===== src/rtl/cpu_pkg.sv =====
`default_nettype none
// ============================================================================
// Package    : cpu_pkg
// Description: Shared definitions for the 8-bit RISC core: opcodes (also used
//              by the ALU), controller state encoding and instruction fields.
// Revision   : 1.0 - initial release
// ============================================================================
package cpu_pkg;

  // Datapath widths
  localparam int CPU_PC_W    = 8;
  localparam int CPU_INSTR_W = 16;

  // Opcodes (shared with the ALU)
  localparam logic [3:0] OP_ADD   = 4'b0000;
  localparam logic [3:0] OP_SUB   = 4'b0001;
  localparam logic [3:0] OP_AND   = 4'b0010;
  localparam logic [3:0] OP_OR    = 4'b0011;
  localparam logic [3:0] OP_XOR   = 4'b0100;
  localparam logic [3:0] OP_CMP   = 4'b0101;
  localparam logic [3:0] OP_LOAD  = 4'b0110;
  localparam logic [3:0] OP_STORE = 4'b0111;
  localparam logic [3:0] OP_BEQ   = 4'b1000;
  localparam logic [3:0] OP_JMP   = 4'b1001;
  localparam logic [3:0] OP_HALT  = 4'b1111;

  // ALU operation used to form the rs1+rs2 data address for LOAD/STORE
  localparam logic [3:0] ALU_OP_ADDR = 4'b0110;

  // Instruction field positions
  localparam int OP_MSB  = 15;
  localparam int OP_LSB  = 12;
  localparam int RD_MSB  = 11;
  localparam int RD_LSB  = 10;
  localparam int RS1_MSB = 9;
  localparam int RS1_LSB = 8;
  localparam int RS2_MSB = 7;
  localparam int RS2_LSB = 6;
  localparam int IMM_MSB = 7;
  localparam int IMM_LSB = 0;

  // Controller state encoding
  typedef logic [2:0] state_t;
  localparam state_t ST_FETCH     = 3'd0;
  localparam state_t ST_DECODE    = 3'd1;
  localparam state_t ST_EXECUTE   = 3'd2;
  localparam state_t ST_MEM       = 3'd3;
  localparam state_t ST_WRITEBACK = 3'd4;
  localparam state_t ST_HALT      = 3'd5;

endpackage : cpu_pkg
`default_nettype wire


===== src/rtl/instr_decode.sv =====
`default_nettype none
// ============================================================================
// Module     : instr_decode
// Description: Combinational instruction decoder: splits the IR into its
//              register/immediate fields and classifies the opcode.
// Revision   : 1.0 - initial release
// ============================================================================
module instr_decode
  import cpu_pkg::*;
(
  input  logic [CPU_INSTR_W-1:0] ir_i,
  output logic [3:0]             op_o,
  output logic                   is_rtype_o,
  output logic                   is_cmp_o,
  output logic                   is_mem_o,
  output logic                   is_load_o,
  output logic                   is_store_o,
  output logic                   is_branch_o,
  output logic                   is_jmp_o,
  output logic                   is_halt_o,
  output logic                   is_illegal_o,
  output logic [1:0]             rd_o,
  output logic [1:0]             rs1_o,
  output logic [1:0]             rs2_o,
  output logic [7:0]             imm_o
);

  assign op_o  = ir_i[OP_MSB:OP_LSB];
  assign rd_o  = ir_i[RD_MSB:RD_LSB];
  assign rs1_o = ir_i[RS1_MSB:RS1_LSB];
  assign rs2_o = ir_i[RS2_MSB:RS2_LSB];
  assign imm_o = ir_i[IMM_MSB:IMM_LSB];

  // Opcode classification; anything not listed is illegal and runs as a NOP
  always_comb begin
    is_rtype_o   = 1'b0;
    is_cmp_o     = 1'b0;
    is_load_o    = 1'b0;
    is_store_o   = 1'b0;
    is_branch_o  = 1'b0;
    is_jmp_o     = 1'b0;
    is_halt_o    = 1'b0;
    is_illegal_o = 1'b0;
    case (op_o)
      OP_ADD, OP_SUB, OP_AND, OP_OR, OP_XOR: is_rtype_o  = 1'b1;
      OP_CMP:                                is_cmp_o    = 1'b1;
      OP_LOAD:                               is_load_o   = 1'b1;
      OP_STORE:                              is_store_o  = 1'b1;
      OP_BEQ:                                is_branch_o = 1'b1;
      OP_JMP:                                is_jmp_o    = 1'b1;
      OP_HALT:                               is_halt_o   = 1'b1;
      default:                               is_illegal_o = 1'b1;
    endcase
  end

  assign is_mem_o = is_load_o | is_store_o;

endmodule : instr_decode
`default_nettype wire


===== src/rtl/alu_ctrl_fsm.sv =====
`default_nettype none
// ============================================================================
// Module     : alu_ctrl_fsm
// Description: Multi-cycle fetch/decode/execute controller. Fetches 16-bit
//              instructions, steers the ALU, sequences register-file and
//              data-memory accesses, owns the PC and the compare flag.
// Revision   : 1.0 - initial release
// ============================================================================
module alu_ctrl_fsm
  import cpu_pkg::*;
#(
  parameter int PC_W    = CPU_PC_W,
  parameter int INSTR_W = CPU_INSTR_W
) (
  input  logic               clk,
  input  logic               rst_n,
  // instruction memory
  output logic               imem_req,
  output logic [PC_W-1:0]    imem_addr,
  input  logic               imem_ready,
  input  logic [INSTR_W-1:0] imem_rdata,
  // ALU
  output logic [3:0]         alu_opcode,
  output logic               alu_src,
  input  logic               alu_compare,
  // register file
  output logic [1:0]         rf_raddr1,
  output logic [1:0]         rf_raddr2,
  output logic               rf_we,
  output logic [1:0]         rf_waddr,
  output logic               rf_wsel,
  // data memory
  output logic               dmem_req,
  output logic               dmem_we,
  input  logic               dmem_ready,
  // status
  output logic               halted,
  output logic               illegal
);

  state_t             state_q, state_d;
  logic [PC_W-1:0]    pc_q, pc_d;
  logic [INSTR_W-1:0] ir_q, ir_d;
  logic               flag_q, flag_d;
  // Low while reset is asserted and until the first clock edge after release,
  // so no fetch request is visible during reset.
  logic               run_q;

  logic [3:0] dec_op;
  logic       dec_is_rtype, dec_is_cmp, dec_is_mem, dec_is_load, dec_is_store;
  logic       dec_is_branch, dec_is_jmp, dec_is_halt, dec_is_illegal;
  logic [1:0] dec_rd, dec_rs1, dec_rs2;
  logic [7:0] dec_imm;
  logic       alu_phase;

  instr_decode u_decode (
    .ir_i         (ir_q),
    .op_o         (dec_op),
    .is_rtype_o   (dec_is_rtype),
    .is_cmp_o     (dec_is_cmp),
    .is_mem_o     (dec_is_mem),
    .is_load_o    (dec_is_load),
    .is_store_o   (dec_is_store),
    .is_branch_o  (dec_is_branch),
    .is_jmp_o     (dec_is_jmp),
    .is_halt_o    (dec_is_halt),
    .is_illegal_o (dec_is_illegal),
    .rd_o         (dec_rd),
    .rs1_o        (dec_rs1),
    .rs2_o        (dec_rs2),
    .imm_o        (dec_imm)
  );

  // Next-state, PC, IR and flag update
  always_comb begin
    state_d = state_q;
    pc_d    = pc_q;
    ir_d    = ir_q;
    flag_d  = flag_q;
    case (state_q)
      ST_FETCH: begin
        if (imem_req && imem_ready) begin
          ir_d    = imem_rdata;
          pc_d    = pc_q + PC_W'(1);
          state_d = ST_DECODE;
        end
      end
      ST_DECODE: begin
        if (dec_is_jmp) begin
          pc_d    = PC_W'(dec_imm);
          state_d = ST_FETCH;
        end else if (dec_is_branch) begin
          // Target overrides the increment applied during FETCH
          if (flag_q) pc_d = PC_W'(dec_imm);
          state_d = ST_FETCH;
        end else if (dec_is_halt) begin
          state_d = ST_HALT;
        end else if (dec_is_illegal) begin
          state_d = ST_FETCH;
        end else begin
          state_d = ST_EXECUTE;
        end
      end
      ST_EXECUTE: begin
        if (dec_is_cmp) begin
          flag_d  = alu_compare;
          state_d = ST_FETCH;
        end else if (dec_is_mem) begin
          state_d = ST_MEM;
        end else if (dec_is_rtype) begin
          state_d = ST_WRITEBACK;
        end else begin
          state_d = ST_FETCH;
        end
      end
      ST_MEM: begin
        if (dmem_req && dmem_ready) begin
          state_d = dec_is_load ? ST_WRITEBACK : ST_FETCH;
        end
      end
      ST_WRITEBACK: state_d = ST_FETCH;
      ST_HALT:      state_d = ST_HALT;
      default:      state_d = ST_FETCH;
    endcase
  end

  // State registers with asynchronous active-low reset
  always_ff @(posedge clk or negedge rst_n) begin
    if (!rst_n) begin
      state_q <= ST_FETCH;
      pc_q    <= '0;
      ir_q    <= '0;
      flag_q  <= 1'b0;
      run_q   <= 1'b0;
    end else begin
      state_q <= state_d;
      pc_q    <= pc_d;
      ir_q    <= ir_d;
      flag_q  <= flag_d;
      run_q   <= 1'b1;
    end
  end

  // Moore outputs decoded from the state register and IR. The ALU stays
  // enabled through MEM and WRITEBACK so its result (address or write data)
  // remains stable.
  assign alu_phase  = (state_q == ST_EXECUTE) || (state_q == ST_MEM) ||
                      (state_q == ST_WRITEBACK);

  assign imem_req   = run_q && (state_q == ST_FETCH);
  assign imem_addr  = pc_q;
  assign alu_src    = alu_phase;
  assign alu_opcode = alu_phase ? (dec_is_mem ? ALU_OP_ADDR : dec_op) : 4'b0000;
  assign rf_raddr1  = dec_rs1;
  // During a STORE's MEM phase port 2 reads rd to supply the store data
  assign rf_raddr2  = ((state_q == ST_MEM) && dec_is_store) ? dec_rd : dec_rs2;
  assign rf_we      = (state_q == ST_WRITEBACK);
  assign rf_waddr   = dec_rd;
  assign rf_wsel    = rf_we && dec_is_load;
  assign dmem_req   = (state_q == ST_MEM);
  assign dmem_we    = dmem_req && dec_is_store;
  assign halted     = (state_q == ST_HALT);
  assign illegal    = (state_q == ST_DECODE) && dec_is_illegal;

endmodule : alu_ctrl_fsm
`default_nettype wire


===== config.mk =====
export PLATFORM = sky130hd
export DESIGN_NAME = alu_ctrl_fsm
export DESIGN_NICKNAME = d
export VERILOG_FILES = /design/src/rtl/cpu_pkg.sv /design/src/rtl/instr_decode.sv /design/src/rtl/alu_ctrl_fsm.sv
export SDC_FILE = /design/constraint.sdc
export NUM_CORES = 1
export LEC_CHECK = 0
export CORE_MARGIN = 5
export CORE_UTILIZATION = 55
export CTS_CLUSTER_SIZE = 40
export DETAILED_ROUTE_END_ITERATION = 8
export DONT_BUFFER_PORTS = 1
export MAX_ROUTING_LAYER = met4
export PLACE_DENSITY = 0.76
export SYNTH_ARGS = -nofsm -noshare
export SYNTH_HDL_FRONTEND = slang
export SYNTH_SLANG_ARGS = --single-unit

===== constraint.sdc =====
create_clock -name clk -period 3.15 [get_ports clk]
set_input_delay 0.63 -clock clk [delete_from_list [all_inputs] [get_ports clk]]
set_output_delay 0.63 -clock clk [all_outputs]
set_load 0.05 [all_outputs]

==> impl_results.md <==
* VDD IR max at 0.809 mV
* Vias in the first global route at 1244
* Hold slack final at 118 ps
* Synth area leaders: dfrtp_1 45%, mux2_4 8.4%, mux2_2 6.3%
* Sequential element share of the synthesized area at 0.450
* Crit. End Element: primary output
* Site Rows at 19
* Final worst setup slack at 214 ps
* CTS max path bufs at 2
* Slew margin rel. at 0.543
* Post-Route WL at 3300 um
* Area Overhead vs Synth at 9.47%
* Root Driver: clkbuf_4
* Minimum clock period at 2940 ps
* Die width at 64.1 um
* Gr ovfl total at 0
* Pre-antenna DRT Iters at 4
* RSZ-0062 raised after global routing: false
* Design Area, Final at 0.00176 mm2
* Syn Nets at 170
* Hold Crit Class: primary input to async pin
* Post-DP Area at 0.00169 mm2
* Initial DRC Count at 82
* Synth area leader: dfrtp_1
* Top post-synthesis cells by count: 29 x dfrtp_1, 11 x nor2_1, 10 x a21oi_1
* Crit share post-route at 0.932
* Number of port buffers at 0
* Number of enable flip-flop cells after synthesis at 0
* Yosys warning count at 0
* Postcts setup bufs at 0
* WP data required at 2520 ps
* GRT Overall Usage at 0.179
* Post-route ant nets at 0
* Antenna violations before repair at 0
* Data arrival time of the worst path at 2310 ps
* Initial core utilization at 0.579
* Endpoints failing hold at 0
* CP startpoint: state_q[1]$_DFFE_PN0P_
* Crit path max fanout at 16
* Mapped Cells at 148
* Worst reg2reg setup slack at 1180 ps
* Fin nets at 181
* PwrDens at 1210 mW/mm2
* Gpl congestion at 0.839
* First-pass GRT wire length at 5700 um
* CTS buffer count at 5
* Run status: complete, no violations
* R2R depth at 5
* Die Area at 0.00411 mm2
* Max_cap viols at 0
* Post-CTS resize count at 0
* R2R Path Start: state_q[0]$_DFFE_PN0P_
* Critical Path Source Type: register
* Setup TNS at 0 ps
* Worst Path Class, Setup: register to primary output
* Die Y at 64.1 um
* WL/cell at 17.4 um
* Synth async-reset ratio at 1.00
* Worst-path clk slew at 90 ps
* Slew Viols, Final at 0
* Dpl ws at 566 ps
* Register bit total from synthesis at 29
* N_diodes at 0
* Max Freq at 0.341 GHz
* Total core area at 0.00278 mm2
* Worst Clk Skew at 4.24 ps
* Most common cell in the netlist: dfrtp_1
* DRC Markers at 0
* Total Power at 2.14 mW
* TritonCTS Sinks at 29
* P_leak at 0.794 nW
* Final setup vio count at 0
* Mapped Avg Cell Area at 10.9 um2
* Netlist cell types at 44
* Layout cells sized above 1 at 0.277
* Ports at 47
* Worst Setup EP: rf_raddr2[0]
* Hold bufs inserted after CTS at 1
* Mapped Area at 0.00161 mm2
* Ys flop type: dfrtp_1
* Vias/cell at 6.24
* Worst slew pin tran at 686 ps
* Htree depth at 2
* RR Endpoint: imem_addr[0]$_DFFE_PN0P_
* Top cell type's share of synthesized area at 0.450
* Worst skew pair latency at 320 ps
* Vias at 1185
* CTS tree: built
* Largest net degree at the start of global routing at 30
* Hpwl dp at 2450 um
-- kinds of logic (layout without fill, tap and decap cells) --
family	count (synthesis)	in the layout	synth area share
flops	29	29	0.450
other cells	1	1	0.00233
compound gates	34	34	0.134
fa+ha+maj	1	1	0.00776
mux	21	21	0.166
simple gates	53	53	0.206
buf+inv	9	20	0.0342
-- per-stage QoR --
stage	utilization	instances
floorplan	-	148
global placement	0.607	182
detailed placement	0.607	182
CTS	0.634	190
global route	0.634	190
finish	0.634	190
-- where the power goes --
| group | internal (mW) | switching [mW] |
|---|---|---|
| clock network | 0.105 | 0.118 |
| logic | 0.387 | 0.479 |
| registers | 0.541 | 0.513 |
-- worst min-delay path by stage --
stage | start | to
global route | rst_n | flag_q$_DFFE_PN0P_
global placement | rst_n | ir_q[8]$_DFFE_PN0P_
finish | rst_n | ir_q[12]$_DFFE_PN0P_
floorplan | rst_n | flag_q$_DFFE_PN0P_
CTS | rst_n | ir_q[8]$_DFFE_PN0P_
detailed placement | rst_n | ir_q[11]$_DFFE_PN0P_
-- cells in the final DEF, fill, tap and decap left out, drive strengths merged, types with 4 or more instances in the layout --
master  synthesis  routed
nor3b           6       6
dfrtp          29      29
mux2           19      19
clkbuf          1       7
nand3           4       4
nand2          10      10
a21oi          10      10
o21ai          12      12
nor2           11      11
buf             5      10
nor2b           4       4
-- worst max-delay path, stage by stage, from the launching register on --
cell     delay, ps
dfrtp_1        660
and3_1         580
nand3_1        270
mux2_2         470
-- registers in the layout, indices dropped and copies added (netlist names) --
| signal | flops |
|---|---|
| ir_q | 16 |
| flag_q | 1 |
| run_q | 1 |
| state_q | 3 |
| imem_addr | 8 |
-- final cells by class --
class	instances	area, um2
tap	31	38.8
fill	221	1020
inverter	3	11.3
multi-input combinational	110	846
timing repair buffer	10	87.6
sequential	29	726
clock buffer	7	55.1
-- per-layer routing --
layer  GRT usage  vias to the layer above  part of all wire
li1            -                      565                 -
met1       0.212                      570              0.42
met2       0.275                       45              0.48
met3      0.0771                        5             0.083
met4      0.0560                        0             0.014
met5           -                        -                 0
Power figures use the tool's default switching activity.
